**src/rtl/tran_pack.sv**
```systemverilog
// tran_pack: packs variable-count beats of UNIT_W-bit units into words of
// OUT_UNITS units, oldest unit in the MSBs, through a 2*OUT_UNITS-unit
// accumulator.
// Ports: Clk, Rst (async active-low), start/cnt/DB/in_rdy (input beat),
//        Out_en/Out/out_rdy (registered output word), err (sticky illegal cnt),
//        flush (only with TRAN_PACK_FLUSH_EN: emit a zero-padded residual word).
module tran_pack #(
    parameter int UNIT_W    = 4,
    parameter int IN_UNITS  = 2,
    parameter int OUT_UNITS = 2
) (
    input  logic                          Clk,
    input  logic                          Rst,
`ifdef TRAN_PACK_FLUSH_EN
    input  logic                          flush,
`endif
    input  logic                          start,
    input  logic [$clog2(IN_UNITS+1)-1:0] cnt,
    input  logic [IN_UNITS*UNIT_W-1:0]    DB,
    output logic                          in_rdy,
    input  logic                          out_rdy,
    output logic                          Out_en,
    output logic [OUT_UNITS*UNIT_W-1:0]   Out,
    output logic                          err
);
    localparam int CAP = 2 * OUT_UNITS;
    localparam int FW  = $clog2(CAP + 1);
    localparam int CW  = $clog2(IN_UNITS + 1);

    logic [UNIT_W-1:0]           acc_q [CAP];
    logic [UNIT_W-1:0]           acc_d [CAP];
    logic [UNIT_W-1:0]           comb  [CAP];
    logic [FW-1:0]               fill_q, fill_d;
    logic [FW-1:0]               n_new, avail;
    logic [OUT_UNITS*UNIT_W-1:0] out_q, out_d, word;
    logic                        en_q, en_d, err_q, err_d;
    logic                        room, legal, take, push, free, load;

    // Readiness depends only on registered fill (plus flush, which refuses beats).
    assign room = (fill_q <= FW'(CAP - IN_UNITS));
`ifdef TRAN_PACK_FLUSH_EN
    assign in_rdy = room && !flush;
`else
    assign in_rdy = room;
`endif

    assign Out_en = en_q;
    assign Out    = out_q;
    assign err    = err_q;

    always_comb begin
        legal = (cnt != '0) && (cnt <= CW'(IN_UNITS));
        take  = start && in_rdy;
        push  = take && legal;
        n_new = push ? FW'(cnt) : '0;
        avail = fill_q + n_new;
        free  = !en_q || out_rdy;
        load  = free && (avail >= FW'(OUT_UNITS));

        // Existing units followed by the incoming ones; slots past fill are
        // always zero, so the new units simply overwrite from fill upward.
        for (int i = 0; i < CAP; i++) begin
            comb[i] = acc_q[i];
            for (int j = 0; j < IN_UNITS; j++) begin
                if (push && (CW'(j) < cnt) && (FW'(i) == fill_q + FW'(j)))
                    comb[i] = DB[(IN_UNITS-1-j)*UNIT_W +: UNIT_W];
            end
        end

        // Oldest units into the MSBs; missing units read as zero.
        for (int k = 0; k < OUT_UNITS; k++) begin
            word[(OUT_UNITS-1-k)*UNIT_W +: UNIT_W] =
                (FW'(k) < avail) ? comb[k] : '0;
        end

        acc_d  = comb;
        fill_d = avail;
        out_d  = out_q;
        en_d   = en_q;
        err_d  = err_q | (take && !legal);

        if (load) begin
            out_d  = word;
            en_d   = 1'b1;
            fill_d = avail - FW'(OUT_UNITS);
            for (int i = 0; i < CAP - OUT_UNITS; i++)
                acc_d[i] = comb[i + OUT_UNITS];
            for (int i = CAP - OUT_UNITS; i < CAP; i++)
                acc_d[i] = '0;
        end else if (en_q && out_rdy) begin
            en_d = 1'b0;
        end

`ifdef TRAN_PACK_FLUSH_EN
        // No beat is taken while flush is high, so avail equals fill here.
        if (!load && flush && free && (fill_q != '0)) begin
            out_d  = word;
            en_d   = 1'b1;
            fill_d = '0;
            for (int i = 0; i < CAP; i++)
                acc_d[i] = '0;
        end
`endif
    end

    always_ff @(posedge Clk or negedge Rst) begin
        if (!Rst) begin
            for (int i = 0; i < CAP; i++)
                acc_q[i] <= '0;
            fill_q <= '0;
            out_q  <= '0;
            en_q   <= 1'b0;
            err_q  <= 1'b0;
        end else begin
            acc_q  <= acc_d;
            fill_q <= fill_d;
            out_q  <= out_d;
            en_q   <= en_d;
            err_q  <= err_d;
        end
    end
endmodule

```
**config.mk**
```make
export PLATFORM = sky130hd
export DESIGN_NAME = tran_pack
export DESIGN_NICKNAME = d
export VERILOG_FILES = /design/src/rtl/tran_pack.sv
export SDC_FILE = /design/constraint.sdc
export NUM_CORES = 1
export LEC_CHECK = 0
export BUFFER_PORTS_ARGS = -buffer_cell sky130_fd_sc_hd__buf_2
export CELL_PAD_IN_SITES_DETAIL_PLACEMENT = 0
export CELL_PAD_IN_SITES_GLOBAL_PLACEMENT = 1
export CORE_MARGIN = 2
export CORE_UTILIZATION = 46
export CTS_CLUSTER_DIAMETER = 40
export DETAILED_ROUTE_END_ITERATION = 8
export PLACE_DENSITY = 0.82
export SLEW_MARGIN = 10
export SYNTH_ARGS = -nofsm -noshare
export SYNTH_HDL_FRONTEND = slang
export SYNTH_SLANG_ARGS = --single-unit
```
**constraint.sdc**
```tcl
create_clock -name Clk -period 6.03 [get_ports Clk]
set_input_delay 0.3015 -clock Clk [delete_from_list [all_inputs] [get_ports Clk]]
set_output_delay 0.3015 -clock Clk [all_outputs]
set_load 0.005 [all_outputs]
```
==> results of run 1 <==
==> synth_stat cells, drive strengths merged <==
cell type,instances,area (sq um)
dfrtp,29,726
o21ai,25,125
nand2,16,62.6
a211oi,9,67.6
nor2,9,33.8
a31oi,8,50.1
clkbuf,8,30.0
nand3,7,35.0
and3,5,31.3
ha,5,62.6
inv,5,18.8
mux2i,5,50.1
a21oi,4,20.0
a32o,4,40.0
nand4,4,25.0
o221a,4,45.0
or4,4,30.0
nor2b,3,18.8
nor3,3,15.0
and3b,2,17.5
buf,2,10.0
o22ai,2,12.5
xnor2,2,17.5
a2111oi,1,8.76
a21bo,1,10.0
a21boi,1,7.51
and2,1,6.26
and4b,1,11.3
and4bb,1,12.5
fa,1,20.0
nand4bb,1,11.3
o21bai,1,7.51
or2,1,6.26
or4b,1,13.8
==> cell families after synthesis <==
kind of cell,count (synthesis),share of synthesized area
compound gates,60,0.238
fa+ha+maj,6,0.0498
xor+xnor,2,0.0106
simple gates,59,0.199
flops,29,0.437
buf+inv,15,0.0354
mux,5,0.0302
==> worst register-to-register path: stages (launching register included) <==
cell     delay [ps]
dfrtp_1         640
and2_1          220
nor2_1           60
nand2_1         110
nor2_1           60
ha_1            180
fa_1            380
xnor2_1         180
ha_1            280
nor2_1          770
o21ai_0         370
o21ai_0         250
==> how the worst min path moves through the flow <==
stage             from                  to  depth (start not counted)
5_1_grt          DB[4]  acc_q[0]$_DFF_PN0_                          3
2_1_floorplan      Rst  Out[0]$_DFFE_PN0P_                          0
4_1_cts        out_rdy  Out_en$_DFFE_PN0P_                          4
6_report       out_rdy  Out_en$_DFFE_PN0P_                          4
3_3_place_gp       Rst  Out[2]$_DFFE_PN0P_                          1
3_5_place_dp       Rst  Out[2]$_DFFE_PN0P_                          1
==> layout make-up <==
| cell class | instances | area, sq um |
|---|---|---|
| fill | 304 | 1530 |
| multi-input combinational | 132 | 875 |
| sequential | 29 | 726 |
| timing repair buffer | 25 | 130 |
| tap | 46 | 57.6 |
| clock buffer | 5 | 37.5 |
| inverter | 5 | 18.8 |
| clock inverter | 3 | 17.5 |
==> timing repair <==
action | CTS | global route
hold buffers | 1 | 0
endpoints found under the setup margin | 0 | 0
endpoints found under the hold margin | 3 | 0
setup buffers | 0 | 0
==> power by group <==
group	leakage, nW	switching (W)	total [W]	internal, W
clock	0.0310	0.0000763	0.000120	0.0000439
combinational	0.447	0.000221	0.000385	0.000164
sequential	0.370	0.0000611	0.000324	0.000263
total	0.848	0.000359	0.000829	0.000471
==> layout by cell type (no fill, tap or decap), drive strengths merged, types with 5 or more instances in the layout <==
cell type and n:
nand2 16, ha 5, clkbuf 5, nor2 9, a211oi 9, o21ai 25, nand3 7, buf 24
a31oi 8, dfrtp 29, inv 5, and3 5, mux2i 5
==> per-layer routing <==
layer  vias to the layer above  wire (um)  track usage  part of all wire
li1                        714          -            -                 -
met1                       725       1870        0.320              0.43
met2                        64       1990        0.350              0.46
met3                        11        370       0.0528             0.085
met4                         0        112       0.0788             0.026
met5                         -          0            0                 0
==> registers in the layout (all words and copies together) (netlist names) <==
register,count
Out,8
Out_en,1
acc_q,16
err,1
fill_q,3
==> metrics by stage <==
stage	util	hold slack (ps)	setup slack, ps
2_1_floorplan	-	5.91	3020
3_3_place_gp	0.530	359	2650
3_5_place_dp	0.530	370	2470
4_1_cts	0.549	277	2430
5_1_grt	0.549	274	2000
6_report	0.549	283	2460
==> flow_summary.toml, run 1 <==
[detailed_routing]
wl_per_cell_um = 17.7
first_iter_violations = 150
via_per_inst = 6.18
drt_pre_antenna_iters = 4
drt-total-wl_mm = 4.34
vias = 1514
drcViolationCount = 0
final_antenna_net_count = 0

[finish]
fin_nets = 218
insertedDiodeCount = 0
syn2layout_area_growth_pct = 12.2
fin_cells = 245
drive_gt1_frac = 0.191
design_area_sq_um = 1860

[setup_path]
crit_path_max_fanout = 18
worstSetupStartpointType = "flip-flop"
critPathRequiredTime_ps = 6280
slowest_stage = "nor2_1"
path_depth = 11
crit_end = "Out[5]$_DFFE_PN0P_"
criticalPathCategory = "reg2reg"
r2r_start = "fill_q[1]$_DFF_PN0_"
cp.arrival_ps = 3820
path_buf_inv = 0
cp_top_family = "simple AND/OR/NAND/NOR gates"
r2r_setup_slack_ps = 2460
path_cells = "and2_1 -> nor2_1 -> nand2_1 -> nor2_1 -> ha_1 -> fa_1 -> xnor2_1 -> ha_1 -> nor2_1 -> o21ai_0 -> o21ai_0"
crit_path_start = "fill_q[1]$_DFF_PN0_"
crit_top_cell = "nor2_1"
rr_worst_depth = 11
endpoint_kind = "flip-flop"
cpPeakStageDelay_ps = 770
r2r_end = "Out[5]$_DFFE_PN0P_"

[job]
cap_violations = 0

[synthesis]
yosys_warnings = 0
syn_nets = 196
syn_area_per_cell_sq_um = 9.43
synth_cells = 176
ys_ff_latch = 29
synth_area_sq_um = 1660
synth_cell_types = 35
seq_area_frac_synth = 0.437

[grt]
grt_usage = 0.229
grt_pass1_vias = 1420
grt_start_max_net_pins = 30
antenna_found_initial = 0
grt_pass1_wl_mm = 7.14
grt_remaining_overflow = 0

[timing]
post-route-period-util = 0.592
period_needed_ps = 3570
worst_slew_pin_slew_ps = 973
finalSetupViolations = 0
maxSlewHeadroom = 0.349
hold_viol_final = 0
drv_slew = 0
fin_setup_tns_ps = 0
fmax_mhz = 280
rsz0062_at_grt = "no"
final.setup_skew_ps = 19.8

[floorplanning]
chipWidth_um = 64.1
ios = 25
rows = 21
core_area_sq_um = 3390
initial_core_util = 0.489
die_h_um = 64.1
dieArea_sq_um = 4100

[pwr]
worst_ir_drop_vdd_v = 0.000243
power_density_nw_per_um2 = 445
p_leak_nw = 0.848
power_w = 0.000829

[cts]
numCtsBuffers = 5
clock_latency_ps = 350
cts-resized-gates = 0
cts.clk_slew.worst_paths_ps = 100
cts_root_buf = "clkbuf_4"
htree_levels = 2
cts_buffer_depth = 2
cts_tree = "built"
clkSinkCount = 29

[placement]
io_buffers = 24
globalplace.congestion = 0.954
dp.cells = 236
hpwl_mm = 3.10
placed_cell_area_sq_um = 1800

[status]
status = "complete, no violations"

[hold_path]
min_path_type = "in2reg"
(Power assumes the default switching activity.)
==> run 2: changes to the inputs <==
CORE_UTILIZATION = 43   (was 46)
PLACE_DENSITY = 0.78   (was 0.82)
clock period = 3.3 ns   (was 6.03 ns; I/O delays follow)
==> flow_summary.toml, run 2 (synthesis results as in run 1) <==
[setup_path]
rr_worst_depth = 11
endpoint_kind = "flip-flop"
slowest_stage = "or2_2"
worstSetupStartpointType = "flip-flop"
path_cells = "and2_1 -> nor2_1 -> nand2_1 -> nor2_1 -> ha_1 -> fa_1 -> xnor2_1 -> ha_1 -> or2_2 -> a2111oi_0 -> a211oi_1"
critPathRequiredTime_ps = 3440
criticalPathCategory = "reg2reg"
cp.arrival_ps = 3020
crit_path_max_fanout = 23
cpPeakStageDelay_ps = 500

[timing]
drv_slew = 0
hold_viol_final = 0
fmax_mhz = 347
final.setup_skew_ps = 3.78
maxSlewHeadroom = 0.561
worst_slew_pin_slew_ps = 659
finalSetupViolations = 0
post-route-period-util = 0.872
rsz0062_at_grt = "no"
period_needed_ps = 2880
fin_setup_tns_ps = 0

[cts]
cts.clk_slew.worst_paths_ps = 60
cts_buffer_depth = 2
htree_levels = 2
cts_root_buf = "clkbuf_8"
numCtsBuffers = 5
post-cts-setup-buffers = 0
clock_latency_ps = 280
cts_tree = "built"
clkSinkCount = 29

[grt]
grtUsageMet2 = 0.346
grt_start_max_net_pins = 30
grt_usage = 0.219
antenna_found_initial = 0
met3_usage = 0.0511
grt_pass1_vias = 1463
top_usage_layer = "met2"
grt_pass1_wl_mm = 7.13
met1_usage = 0.294
grt_remaining_overflow = 0

[floorplanning]
chipWidth_um = 66.1
ios = 25
core_area_sq_um = 3690
dieArea_sq_um = 4370
rows = 22
initial_core_util = 0.450
die_h_um = 66.1

[detailed_routing]
via_per_inst = 6.12
wl_per_cell_um = 17.5
vias = 1530
drcViolationCount = 0
drt_pre_antenna_iters = 4
first_iter_violations = 113
drt-total-wl_mm = 4.36
final_antenna_net_count = 0

[status]
status = "complete, no violations"

[finish]
syn2layout_area_growth_pct = 16.5
ff_latch_area_sq_um = 726
mostFrequentLayoutCell = "dfrtp_1"
fin_nets = 221
design_area_sq_um = 1930
final_cell_mix = "29 x dfrtp_1, 25 x o21ai_0, 24 x buf_2"
drive_gt1_frac = 0.203
insertedDiodeCount = 0
multi_input_area_sq_um = 875
n_fill_cell = 355
regMostFlops = "acc_q"
largest_reg_flops = 16

[hold_path]
whs_path_depth = 4
min_path_type = "in2reg"

[placement]
globalplace.congestion = 0.855
placed_cell_area_sq_um = 1820
io_buffers = 24
hpwl_mm = 3.18

[job]
cap_violations = 0

[pwr]
p_leak_nw = 0.886
power_density_nw_per_um2 = 855
worst_ir_drop_vdd_v = 0.000439
run 2: routing by layer:
metal	wire (um)	vias to the layer above
met1	2080	749
met5	0	-
met4	73	0
met3	187	10
li1	-	724
met2	2020	47
run 2: worst max-delay path, delay by kind of cell (launching register included):
kind / cells / cell delay (ps)
adder cells (fa/ha/maj): 3 / 840
XOR/XNOR: 1 / 180
flip-flops: 1 / 340
AO/OA/AOI/OAI: 2 / 480
AND/OR/NAND/NOR: 5 / 890
run 2: worst paths after layout:
kind / startpoint / end / slack (ps)
worst max-delay path: fill_q[1]$_DFF_PN0_ / acc_q[15]$_DFF_PN0_ / 420
worst min-delay path: out_rdy / Out_en$_DFFE_PN0P_ / 180
worst max register to register: fill_q[1]$_DFF_PN0_ / acc_q[15]$_DFF_PN0_ / 420
worst min register to register: err$_DFF_PN0_ / err$_DFF_PN0_ / 480
max in group asynchronous: Rst / acc_q[7]$_DFF_PN0_ / 2430
min in group asynchronous: Rst / Out[3]$_DFFE_PN0P_ / 450
run 2: layout make-up:
class                           count  area share
Sequential cell                    29       0.375
Clock buffer                        7      0.0498
Timing Repair Buffer               28      0.0790
Tap cell                           48      0.0311
Clock inverter                      1     0.00259
Multi-Input combinational cell    132       0.452
Inverter                            5     0.00971
run 2: through the flow:
step                instances  hold WS (ps)   util  total power (W)  setup WS (ps)
floorplan                 176          -131      -          0.00108            293
global placement          241           233  0.494          0.00130            473
detailed placement        241           239  0.494          0.00133            365
CTS                       250           184  0.524          0.00166            436
global route              250           227  0.524          0.00178            111
finish                    250           185  0.524          0.00165            421
run 2: report_power, final:
group	switching (W)	leakage [nW]	total, W	internal [W]
clock	0.000137	0.0542	0.000325	0.000188
sequential	0.0000663	0.370	0.000549	0.000483
combinational	0.000457	0.462	0.000779	0.000321
total	0.000661	0.886	0.00165	0.000992
run 2: repair_timing:
item	CTS	global route
hold buffers	1	0
setup endpoints to repair	0	0
resized for setup	0	0
hold endpoints to repair	29	0
==> run 3: changes to the inputs <==
CTS_CLUSTER_SIZE = 24   (was not set)
REMOVE_ABC_BUFFERS = 1   (was not set)
==> flow_summary.toml, run 3 (synthesis results as in run 1) <==
[status]
status = "complete, no violations"

[finish]
drive_gt1_frac = 0.207
n_fill_cell = 369
fin_nets = 222
insertedDiodeCount = 0
regMostFlops = "acc_q"
largest_reg_flops = 16
utilization = 0.522
syn2layout_area_growth_pct = 16.1
mostFrequentLayoutCell = "dfrtp_1"
final_cell_mix = "29 x dfrtp_1, 25 x o21ai_0, 24 x buf_2"

[setup_path]
endpoint_kind = "flip-flop"
crit_path_max_fanout = 6
criticalPathCategory = "reg2reg"
critPathRequiredTime_ps = 3460
worstSetupStartpointType = "flip-flop"
cp.arrival_ps = 3020

[detailed_routing]
drcViolationCount = 0
via_per_inst = 5.96
drt_pre_antenna_iters = 4
drt-total-wl_mm = 4.31
vias = 1496
wl_per_cell_um = 17.2
wl_met1_mm = 1.93
routed.top_layer = "met4"
wl_met2_mm = 2.11
final_antenna_net_count = 0
wl_met3_um = 235
first_iter_violations = 105

[cts]
numCtsBuffers = 5
cts_root_buf = "clkbuf_8"
cts.clk_slew.worst_paths_ps = 70
htree_levels = 2
post-cts-setup-buffers = 0
cts_tree = "built"
clock_latency_ps = 280
cts_buffer_depth = 2
clkSinkCount = 29

[grt]
grt_pass1_vias = 1420
antenna_found_initial = 0
grt_start_max_net_pins = 30
grt_usage = 0.219
grt_remaining_overflow = 0
grt_pass1_wl_mm = 7.13

[placement]
io_buffers = 24
globalplace.congestion = 0.903
hpwl_mm = 3.19

[timing]
drv_slew = 0
worst_slew_pin_slew_ps = 680
final.setup_skew_ps = 6.37
rsz0062_at_grt = "no"
hold_viol_final = 0
maxSlewHeadroom = 0.546
fin_setup_tns_ps = 0
period_needed_ps = 2860
finalSetupViolations = 0
post-route-period-util = 0.866
fmax_mhz = 350

[pwr]
worst_ir_drop_vdd_v = 0.000381
p_clk_frac = 0.178
switchingPower_w = 0.000674
combPwrFrac = 0.488
p_leak_nw = 0.881
power_density_nw_per_um2 = 845
switching_share = 0.414
p_int_w = 0.000954
seqPwrFrac = 0.334

[floorplanning]
core_area_sq_um = 3690
chipWidth_um = 66.1
rows = 22
die_h_um = 66.1
ios = 25
dieArea_sq_um = 4370
initial_core_util = 0.450

[hold_path]
min_path_type = "in2reg"

[job]
cap_violations = 0
==> run 3: cell types whose count changed in the layout (fill, tap and decap cells not counted) <==
| cell | delta |
|---|---|
| clkinv_2 | +1 |
| clkinvlp_4 | +1 |
| clkbuf_8 | -2 |
| buf_4 | +1 |
==> run 3: layer usage <==
layer  vias up  GRT usage
met5         -          0
met4         0     0.0536
met3         5     0.0460
met2        43      0.364
met1       729      0.291
li1        719          -
==> run 3: area by class of cell <==
| type | count | area (sq um) | share of cell area |
|---|---|---|---|
| Multi-Input combinational cell | 132 | 875 | 0.454 |
| Sequential cell | 29 | 726 | 0.377 |
| Timing Repair Buffer | 29 | 160 | 0.0832 |
| Clock buffer | 5 | 68.8 | 0.0357 |
| Tap cell | 48 | 60.1 | 0.0312 |
| Inverter | 5 | 18.8 | 0.00975 |
| Clock inverter | 3 | 17.5 | 0.00910 |
==> run 3: final timing paths <==
kind,from,cells past startpoint,slack (ps),endpoint
worst max-delay path,fill_q[0]$_DFF_PN0_,11,440,acc_q[9]$_DFF_PN0_
worst min-delay path,out_rdy,4,190,Out_en$_DFFE_PN0P_
worst max register to register,fill_q[0]$_DFF_PN0_,11,440,acc_q[9]$_DFF_PN0_
worst min register to register,Out[7]$_DFFE_PN0P_,2,470,Out[7]$_DFFE_PN0P_
max in group asynchronous,Rst,2,2400,acc_q[0]$_DFF_PN0_
min in group asynchronous,Rst,2,450,acc_q[4]$_DFF_PN0_
==> run 3: power groups by stage <==
stage | sequential [W] | combinational [W] | clock (W)
after global placement | 0.000545 | 0.000773 | 0
final | 0.000544 | 0.000795 | 0.000289
after floorplan | 0.000574 | 0.000486 | 0
after detailed placement | 0.000552 | 0.000792 | 0
after CTS | 0.000545 | 0.000797 | 0.000295
after global routing | 0.000557 | 0.000902 | 0.000306
==> run 3: metrics by stage <==
| stage | hold slack [ps] | std cells | setup WS, ps | power (W) | cell area (sq um) |
|---|---|---|---|---|---|
| detailed placement | 239 | 242 | 384 | 0.00134 | 1830 |
| finish | 191 | 251 | 443 | 0.00163 | 1930 |
| global placement | 225 | 242 | 498 | 0.00132 | 1830 |
| CTS | 193 | 251 | 443 | 0.00164 | 1930 |
| global route | 234 | 251 | 241 | 0.00177 | 1930 |
| floorplan | -131 | 166 | 364 | 0.00106 | 1620 |
==> run 3: timing repair <==
| action | in CTS | in global routing |
|---|---|---|
| endpoints found under the hold margin | 29 | 0 |
| hold buffers | 1 | 0 |
| setup endpoints to repair | 0 | 0 |
| resized for setup | 0 | 0 |
==> run 3: critical path: stages, from the launching register on <==
cell and delay, ps:
dfrtp_1 340, and2_1 170, nor2_1 60, nand2_1 120, nor2_1 60, ha_1 180
fa_1 380, xnor2_1 280, ha_1 290, nor3_1 70, or4b_4 520, o221a_1 270
